File: src/rtl/multicycle_controller_if.sv
// Controller <-> datapath bundle for the multi-cycle RV32I-subset core.
// The controller samples the latched instruction fields and ALU flags and
// drives every datapath enable and mux select. There is no valid/ready
// handshake: the controller is a pure per-cycle control source, and the
// datapath acts on whatever enables are high at each rising clock edge.
interface multicycle_controller_if;
    logic [6:0] op;
    logic [2:0] funct3;
    logic       funct7_5;
    logic       zero;
    logic       lt;

    logic       pc_write;
    logic       adr_src;
    logic       mem_write;
    logic       ir_write;
    logic       reg_write;
    logic [1:0] result_src;
    logic [1:0] alu_src_a;
    logic [1:0] alu_src_b;
    logic [2:0] alu_control;
    logic [2:0] imm_src;
    logic       illegal;
    logic [3:0] state_dbg;

    // Controller side
    modport master (
        input  op, funct3, funct7_5, zero, lt,
        output pc_write, adr_src, mem_write, ir_write, reg_write,
               result_src, alu_src_a, alu_src_b, alu_control, imm_src,
               illegal, state_dbg
    );

    // Datapath side
    modport slave (
        output op, funct3, funct7_5, zero, lt,
        input  pc_write, adr_src, mem_write, ir_write, reg_write,
               result_src, alu_src_a, alu_src_b, alu_control, imm_src,
               illegal, state_dbg
    );
endinterface

File: src/rtl/multicycle_controller.sv
// Control FSM for the multi-cycle RV32I-subset core. One instruction takes
// 3-5 cycles: FETCH, DECODE, then a short opcode-specific tail. Illegal
// encodings are caught in DECODE and either park the FSM in HALT or are
// retired as a NOP with a one-cycle illegal pulse. All outputs are forced
// low while rst is high so no write can leak out during reset.
module multicycle_controller #(
    parameter bit HALT_ON_ILLEGAL = 1'b1
) (
    input  logic                           clk,
    input  logic                           rst,
    multicycle_controller_if.master        ctrl
);

    typedef enum logic [3:0] {
        S_FETCH     = 4'd0,
        S_DECODE    = 4'd1,
        S_MEM_ADR   = 4'd2,
        S_MEM_READ  = 4'd3,
        S_MEM_WB    = 4'd4,
        S_MEM_WRITE = 4'd5,
        S_EXEC_R    = 4'd6,
        S_EXEC_I    = 4'd7,
        S_ALU_WB    = 4'd8,
        S_BRANCH    = 4'd9,
        S_JAL       = 4'd10,
        S_JALR      = 4'd11,
        S_LUI       = 4'd12,
        S_HALT      = 4'd15
    } state_t;

    localparam logic [6:0] OP_LOAD  = 7'b0000011;
    localparam logic [6:0] OP_STORE = 7'b0100011;
    localparam logic [6:0] OP_R     = 7'b0110011;
    localparam logic [6:0] OP_I     = 7'b0010011;
    localparam logic [6:0] OP_BR    = 7'b1100011;
    localparam logic [6:0] OP_JAL   = 7'b1101111;
    localparam logic [6:0] OP_JALR  = 7'b1100111;
    localparam logic [6:0] OP_LUI   = 7'b0110111;

    localparam logic [2:0] ALU_ADD  = 3'b000;
    localparam logic [2:0] ALU_SUB  = 3'b001;
    localparam logic [2:0] ALU_AND  = 3'b010;
    localparam logic [2:0] ALU_OR   = 3'b011;
    localparam logic [2:0] ALU_XOR  = 3'b100;
    localparam logic [2:0] ALU_SLT  = 3'b101;
    localparam logic [2:0] ALU_SLTU = 3'b110;

    state_t     r_state;
    state_t     w_next;
    state_t     w_dec_next;
    logic       r_illegal;
    logic       w_dec_illegal;
    logic [2:0] w_alu_funct;
    logic       w_taken;
    logic [2:0] w_imm_src;

    logic       w_pc_write;
    logic       w_adr_src;
    logic       w_mem_write;
    logic       w_ir_write;
    logic       w_reg_write;
    logic [1:0] w_result_src;
    logic [1:0] w_alu_src_a;
    logic [1:0] w_alu_src_b;
    logic [2:0] w_alu_control;

    // State register; reset lands in FETCH so the first edge fetches.
    always_ff @(posedge clk or posedge rst) begin
        if (rst) r_state <= S_FETCH;
        else     r_state <= w_next;
    end

    // Illegal pulse for the NOP-retire mode: high for the cycle after DECODE.
    always_ff @(posedge clk or posedge rst) begin
        if (rst) r_illegal <= 1'b0;
        else     r_illegal <= (r_state == S_DECODE) && w_dec_illegal && !HALT_ON_ILLEGAL;
    end

    // Immediate format follows the opcode in every state.
    always_comb begin
        w_imm_src = 3'b000;
        case (ctrl.op)
            OP_STORE: w_imm_src = 3'b001;
            OP_BR:    w_imm_src = 3'b010;
            OP_LUI:   w_imm_src = 3'b011;
            OP_JAL:   w_imm_src = 3'b100;
            default:  w_imm_src = 3'b000;
        endcase
    end

    // ALU operation from funct3; funct7_5 only selects sub for R-type add.
    always_comb begin
        w_alu_funct = ALU_ADD;
        case (ctrl.funct3)
            3'b000:  w_alu_funct = (ctrl.op == OP_R && ctrl.funct7_5) ? ALU_SUB : ALU_ADD;
            3'b111:  w_alu_funct = ALU_AND;
            3'b110:  w_alu_funct = ALU_OR;
            3'b100:  w_alu_funct = ALU_XOR;
            3'b010:  w_alu_funct = ALU_SLT;
            3'b011:  w_alu_funct = ALU_SLTU;
            default: w_alu_funct = ALU_ADD;
        endcase
    end

    // Branch condition from the ALU flags of rs1 - rs2.
    always_comb begin
        w_taken = 1'b0;
        case (ctrl.funct3)
            3'b000:  w_taken = ctrl.zero;
            3'b001:  w_taken = !ctrl.zero;
            3'b100:  w_taken = ctrl.lt;
            3'b101:  w_taken = !ctrl.lt;
            default: w_taken = 1'b0;
        endcase
    end

    // Instruction decode: pick the post-DECODE state and flag bad encodings.
    always_comb begin
        w_dec_illegal = 1'b0;
        w_dec_next    = S_FETCH;
        case (ctrl.op)
            OP_LOAD, OP_STORE: begin
                w_dec_next    = S_MEM_ADR;
                w_dec_illegal = (ctrl.funct3 != 3'b010);
            end
            OP_R: begin
                w_dec_next    = S_EXEC_R;
                w_dec_illegal = ctrl.funct7_5 ? (ctrl.funct3 != 3'b000)
                                              : (ctrl.funct3 == 3'b001 || ctrl.funct3 == 3'b101);
            end
            OP_I: begin
                w_dec_next    = S_EXEC_I;
                w_dec_illegal = (ctrl.funct3 == 3'b001 || ctrl.funct3 == 3'b101);
            end
            OP_BR: begin
                w_dec_next    = S_BRANCH;
                w_dec_illegal = (ctrl.funct3 == 3'b010 || ctrl.funct3 == 3'b011 ||
                                 ctrl.funct3 == 3'b110 || ctrl.funct3 == 3'b111);
            end
            OP_JAL:  w_dec_next = S_JAL;
            OP_JALR: begin
                w_dec_next    = S_JALR;
                w_dec_illegal = (ctrl.funct3 != 3'b000);
            end
            OP_LUI:  w_dec_next = S_LUI;
            default: w_dec_illegal = 1'b1;
        endcase
        if (w_dec_illegal) w_dec_next = HALT_ON_ILLEGAL ? S_HALT : S_FETCH;
    end

    // Next state and per-state control outputs; everything defaults to 0.
    always_comb begin
        w_next        = r_state;
        w_pc_write    = 1'b0;
        w_adr_src     = 1'b0;
        w_mem_write   = 1'b0;
        w_ir_write    = 1'b0;
        w_reg_write   = 1'b0;
        w_result_src  = 2'b00;
        w_alu_src_a   = 2'b00;
        w_alu_src_b   = 2'b00;
        w_alu_control = ALU_ADD;
        case (r_state)
            S_FETCH: begin
                w_ir_write   = 1'b1;
                w_pc_write   = 1'b1;
                w_alu_src_b  = 2'b10;
                w_result_src = 2'b10;
                w_next       = S_DECODE;
            end
            S_DECODE: begin
                w_alu_src_a = 2'b01;
                w_alu_src_b = 2'b01;
                w_next      = w_dec_next;
            end
            S_MEM_ADR: begin
                w_alu_src_a = 2'b10;
                w_alu_src_b = 2'b01;
                w_next      = (ctrl.op == OP_LOAD) ? S_MEM_READ : S_MEM_WRITE;
            end
            S_MEM_READ: begin
                w_adr_src = 1'b1;
                w_next    = S_MEM_WB;
            end
            S_MEM_WB: begin
                w_result_src = 2'b01;
                w_reg_write  = 1'b1;
                w_next       = S_FETCH;
            end
            S_MEM_WRITE: begin
                w_adr_src   = 1'b1;
                w_mem_write = 1'b1;
                w_next      = S_FETCH;
            end
            S_EXEC_R: begin
                w_alu_src_a   = 2'b10;
                w_alu_control = w_alu_funct;
                w_next        = S_ALU_WB;
            end
            S_EXEC_I: begin
                w_alu_src_a   = 2'b10;
                w_alu_src_b   = 2'b01;
                w_alu_control = w_alu_funct;
                w_next        = S_ALU_WB;
            end
            S_ALU_WB: begin
                w_reg_write = 1'b1;
                w_next      = S_FETCH;
            end
            S_BRANCH: begin
                w_alu_src_a   = 2'b10;
                w_alu_control = ALU_SUB;
                w_pc_write    = w_taken;
                w_next        = S_FETCH;
            end
            S_JAL: begin
                w_alu_src_a = 2'b01;
                w_alu_src_b = 2'b10;
                w_pc_write  = 1'b1;
                w_next      = S_ALU_WB;
            end
            S_JALR: begin
                // Overwrites the PC-relative target DECODE left in ALUOut.
                w_alu_src_a = 2'b10;
                w_alu_src_b = 2'b01;
                w_next      = S_JAL;
            end
            S_LUI: begin
                w_result_src = 2'b11;
                w_reg_write  = 1'b1;
                w_next       = S_FETCH;
            end
            S_HALT:  w_next = S_HALT;
            default: w_next = S_FETCH;
        endcase
    end

    // Outputs are gated by rst so a mid-instruction reset kills writes at once.
    assign ctrl.pc_write    = w_pc_write  & ~rst;
    assign ctrl.adr_src     = w_adr_src   & ~rst;
    assign ctrl.mem_write   = w_mem_write & ~rst;
    assign ctrl.ir_write    = w_ir_write  & ~rst;
    assign ctrl.reg_write   = w_reg_write & ~rst;
    assign ctrl.result_src  = rst ? 2'b00 : w_result_src;
    assign ctrl.alu_src_a   = rst ? 2'b00 : w_alu_src_a;
    assign ctrl.alu_src_b   = rst ? 2'b00 : w_alu_src_b;
    assign ctrl.alu_control = rst ? 3'b000 : w_alu_control;
    assign ctrl.imm_src     = rst ? 3'b000 : w_imm_src;
    assign ctrl.illegal     = ((r_state == S_HALT) | r_illegal) & ~rst;
    assign ctrl.state_dbg   = rst ? 4'd0 : r_state;

endmodule

File: src/flat_wrapper.sv
// flat-port wrapper written by rule: the top's interface ports become plain ports
module multicycle_controller_flat 
#(
    parameter bit HALT_ON_ILLEGAL = 1'b1
)
  (clk, rst, ctrl_op, ctrl_funct3, ctrl_funct7_5, ctrl_zero, ctrl_lt, ctrl_pc_write, ctrl_adr_src, ctrl_mem_write, ctrl_ir_write, ctrl_reg_write, ctrl_result_src, ctrl_alu_src_a, ctrl_alu_src_b, ctrl_alu_control, ctrl_imm_src, ctrl_illegal, ctrl_state_dbg);
  multicycle_controller_if ctrl_i ();
  input  logic clk;
  input  logic rst;
  input wire logic [$bits(ctrl_i.op)-1:0] ctrl_op;
  input wire logic [$bits(ctrl_i.funct3)-1:0] ctrl_funct3;
  input wire logic [$bits(ctrl_i.funct7_5)-1:0] ctrl_funct7_5;
  input wire logic [$bits(ctrl_i.zero)-1:0] ctrl_zero;
  input wire logic [$bits(ctrl_i.lt)-1:0] ctrl_lt;
  output wire logic [$bits(ctrl_i.pc_write)-1:0] ctrl_pc_write;
  output wire logic [$bits(ctrl_i.adr_src)-1:0] ctrl_adr_src;
  output wire logic [$bits(ctrl_i.mem_write)-1:0] ctrl_mem_write;
  output wire logic [$bits(ctrl_i.ir_write)-1:0] ctrl_ir_write;
  output wire logic [$bits(ctrl_i.reg_write)-1:0] ctrl_reg_write;
  output wire logic [$bits(ctrl_i.result_src)-1:0] ctrl_result_src;
  output wire logic [$bits(ctrl_i.alu_src_a)-1:0] ctrl_alu_src_a;
  output wire logic [$bits(ctrl_i.alu_src_b)-1:0] ctrl_alu_src_b;
  output wire logic [$bits(ctrl_i.alu_control)-1:0] ctrl_alu_control;
  output wire logic [$bits(ctrl_i.imm_src)-1:0] ctrl_imm_src;
  output wire logic [$bits(ctrl_i.illegal)-1:0] ctrl_illegal;
  output wire logic [$bits(ctrl_i.state_dbg)-1:0] ctrl_state_dbg;
  assign ctrl_i.op = ctrl_op;
  assign ctrl_i.funct3 = ctrl_funct3;
  assign ctrl_i.funct7_5 = ctrl_funct7_5;
  assign ctrl_i.zero = ctrl_zero;
  assign ctrl_i.lt = ctrl_lt;
  assign ctrl_pc_write = ctrl_i.pc_write;
  assign ctrl_adr_src = ctrl_i.adr_src;
  assign ctrl_mem_write = ctrl_i.mem_write;
  assign ctrl_ir_write = ctrl_i.ir_write;
  assign ctrl_reg_write = ctrl_i.reg_write;
  assign ctrl_result_src = ctrl_i.result_src;
  assign ctrl_alu_src_a = ctrl_i.alu_src_a;
  assign ctrl_alu_src_b = ctrl_i.alu_src_b;
  assign ctrl_alu_control = ctrl_i.alu_control;
  assign ctrl_imm_src = ctrl_i.imm_src;
  assign ctrl_illegal = ctrl_i.illegal;
  assign ctrl_state_dbg = ctrl_i.state_dbg;
  multicycle_controller #(.HALT_ON_ILLEGAL(HALT_ON_ILLEGAL)) u_core (.clk(clk), .rst(rst), .ctrl(ctrl_i));
endmodule
File: config.mk
export PLATFORM = sky130hd
export DESIGN_NAME = multicycle_controller_flat
export DESIGN_NICKNAME = d
export VERILOG_FILES = /design/src/rtl/multicycle_controller_if.sv /design/src/rtl/multicycle_controller.sv /design/src/flat_wrapper.sv
export SDC_FILE = /design/constraint.sdc
export NUM_CORES = 1
export LEC_CHECK = 0
export BUFFER_PORTS_ARGS = -buffer_cell sky130_fd_sc_hd__buf_2
export CORE_MARGIN = 2
export CORE_UTILIZATION = 40
export DETAILED_ROUTE_END_ITERATION = 7
export HOLD_SLACK_MARGIN = 0.05
export PLACE_DENSITY = 0.7
export SETUP_SLACK_MARGIN = 0.15
export SYNTH_ARGS = -nofsm -noshare
export SYNTH_HDL_FRONTEND = slang
export SYNTH_SLANG_ARGS = --single-unit
File: constraint.sdc
create_clock -name clk -period 2.3 [get_ports clk]
set_clock_uncertainty 0.1 [all_clocks]
set_input_delay 0.46 -clock clk [delete_from_list [all_inputs] [get_ports clk]]
set_output_delay 0.46 -clock clk [all_outputs]
set_load 0.01 [all_outputs]
==> impl_metrics.json <==
{
  "status": "finished clean",
  "ys_seq_elements": 4,
  "registers.top_by_ff_count": "u_core.r_state",
  "finalWorstSetupSlack_ns": 0.1980,
  "async_flop_share_pct": 100.0,
  "pwr_per_cell_area_nw_per_um2": 893.0,
  "route.detailed.drc": 0,
  "regToRegSetupSlack_ns": 0.44,
  "vias_cell": 5.541,
  "worst_skew_pair.late_latency_ns": 0.22,
  "finalSetupViolations": 0,
  "slew_violations": 0,
  "use_met2_pct": 29.22,
  "ys_seq_area_share_pct": 12.52,
  "layout_common_cells": "sky130_fd_sc_hd__buf_2, sky130_fd_sc_hd__nor2_1, sky130_fd_sc_hd__a21oi_1, sky130_fd_sc_hd__nor3_1, sky130_fd_sc_hd__nand2_1",
  "area_growth_syn_to_layout_pct": 33.49,
  "use_met3_pct": 1.235,
  "grt_setup_unrepaired": "yes",
  "worst_setup_path_end_kind": "primary output",
  "final.period_utilization_pct": 91.39,
  "first_global_vias": 798,
  "cts_tree": "done",
  "drive_gt1_share_pct": 37.82,
  "io_buffer_count": 36,
  "aggregate_negative_setup_slack_ns": 0,
  "cts.htree.levels": 1,
  "grt_start_max_net_pins": 18,
  "rr_endpoint": "u_core.r_state[2]",
  "dr_total_vias": 1014,
  "power.ir.vdd_worst_v": 0.0003546,
  "die_area_sq_um": 2372,
  "final.min_clock_period_ns": 2.102,
  "routed_wire_length_per_instance_um": 12.19,
  "number_of_flip_flops_in_the_largest_register": 4,
  "numClockSinks": 4,
  "path_max_fanout": 5,
  "die_h_um": 48.71,
  "postSynth.topFlopCell": "sky130_fd_sc_hd__dfrtp_1",
  "timing.setup.critical_path_class": "reg -> out",
  "grt.met1_usage_pct": 22.29,
  "final_hold_viol_count": 0,
  "core_area_sq_um": 1922,
  "r2r_cells": 5,
  "grt_pass1_wl_um": 3298,
  "fillers": 206,
  "maxCapViolations": 0,
  "pre_cts_slack_ns": 0.1731,
  "mostFrequentLayoutCell": "sky130_fd_sc_hd__buf_2",
  "worstPathArrival_ns": 1.54,
  "hold-worst-slack_ns": 0.1687,
  "synthDistinctLibCells": 38,
  "routed_wirelength_um": 2231,
  "insertedDiodeCount": 0,
  "gp_congestion": 0.8195,
  "worst_r2r_startpoint": "u_core.r_state[3]",
  "tritoncts.num_buffers": 3,
  "synth_warnings": 0,
  "synth_enable_flop_cells": 0,
  "layout.nets": 173,
  "setup.worst_path.start_class": "flip-flop",
  "drtIter0Drc": 28,
  "chip_width_um": 48.71,
  "initial_core_utilization_pct": 41.60,
  "synth_cells": 121,
  "clock_tree_root": "sky130_fd_sc_hd__clkbuf_4",
  "critical_path_required_ns": 1.74,
  "synth.net_count": 136,
  "ios": 37,
  "rows": 16,
  "globalRouteTotalUtil_pct": 16.57,
  "dp_cells": 174,
  "synth.cell_area_sq_um": 799.5,
  "initial_antenna_violation_count": 0,
  "cts_hold_repair.buffers": 0,
  "timing.hold.worst.class": "in -> async",
  "hpwlAfterDp_um": 1636,
  "avgSynthCellArea_sq_um": 6.608,
  "drtAntennaViolNets": 0,
  "clock_tree.buffer_depth": 2,
  "instances_no_fill": 183,
  "slew-limit-headroom_pct": 64.80,
  "globalRouteOverflowTotal": 0,
  "p_leak_uw": 0.0005027,
  "maximum_achievable_frequency_mhz": 475.7,
  "tightest_slew_ns": 0.5232,
  "reg_top3": "u_core.r_state x4",
  "detail_route.first_pass.iterations": 4,
  "path_clk_slew_ns": 0.04,
  "busiest_layer": "met2"
}
-- critical path: stages, from the launching register on --
cell and delay, ns:
sky130_fd_sc_hd__dfrtp_2 0.45, sky130_fd_sc_hd__buf_6 0.14, sky130_fd_sc_hd__or3_4 0.35, sky130_fd_sc_hd__a211oi_2 0.21, sky130_fd_sc_hd__buf_2 0.16
-- layer usage --
| metal | up-vias | wire (um) | part of all wire (%) |
|---|---|---|---|
| li1 | 514 | - | - |
| met1 | 464 | 1063 | 48 |
| met2 | 36 | 1068 | 48 |
| met3 | 0 | 99 | 4.4 |
| met4 | 0 | 0 | 0 |
| met5 | - | 0 | 0 |
-- per-stage QoR --
stage	instance area [sq um]	total power, uW	utilization [%]
after floorplan	799.5	601.9	-
after global placement	973.4	734.7	50.65
after detailed placement	973.4	746.1	50.65
after CTS	1005	850.0	52.28
after global routing	1067	1034	55.53
final	1067	953.1	55.53
-- Yosys cell counts, drive strengths merged (3+ instances only) --
| cell | number | share of area (%) |
|---|---|---|
| a21oi | 10 | 6.3 |
| buf | 7 | 5.0 |
| clkbuf | 6 | 2.8 |
| dfrtp | 4 | 13 |
| inv | 4 | 1.9 |
| nand2 | 8 | 3.8 |
| nand2b | 4 | 3.1 |
| nand4b | 3 | 3.3 |
| nor2 | 13 | 6.1 |
| nor2b | 5 | 3.9 |
| nor3 | 10 | 6.3 |
| nor3b | 4 | 3.8 |
| nor4 | 6 | 4.7 |
| o21ai | 7 | 4.4 |
| xor2 | 4 | 4.4 |
-- cell type report --
type / instances / area (sq um) / share of cell area (%)
Sequential cell: 4 / 105.1 / 9.848
Clock buffer: 3 / 22.52 / 2.110
Timing Repair Buffer: 45 / 249.0 / 23.33
Multi-Input combinational cell: 100 / 641.9 / 60.14
Inverter: 4 / 15.01 / 1.407
Tap cell: 27 / 33.78 / 3.165
-- kinds of logic after synthesis --
family | share of synthesized area, %
AO/OA/AOI/OAI | 22.69
XOR/XNOR | 5.477
multiplexers | 5.321
flip-flops | 12.52
AND/OR/NAND/NOR | 44.29
buffers and inverters | 9.701
-- power breakdown --
part           internal, uW  switching, uW  total, uW
clock network          58.0           23.5       81.5
registers               108           78.1        186
logic                   343            342        685
-- what timing repair did --
| action | CTS | global route |
|---|---|---|
| buffers inserted | 0 | 5 |
| gates resized for setup | 2 | 7 |
| cloned | 0 | 1 |
| endpoints found under the hold margin | 0 | 0 |
| pin swaps | 0 | 1 |
| endpoints found under the setup margin | 3 | 4 |
-- worst max-delay path by stage --
stage,to,startpoint,slack [ns],cells after the start
after global routing,ctrl_pc_write,u_core.r_state[0],0.12,4
after CTS,ctrl_pc_write,u_core.r_state[0],0.16,4
final,ctrl_pc_write,u_core.r_state[0],0.20,4
after global placement,ctrl_pc_write,ctrl_funct3[2],0.21,7
after floorplan,ctrl_pc_write,ctrl_funct3[2],0.28,6
after detailed placement,ctrl_pc_write,ctrl_funct3[2],0.17,7
Power figures use the tool's default switching activity.
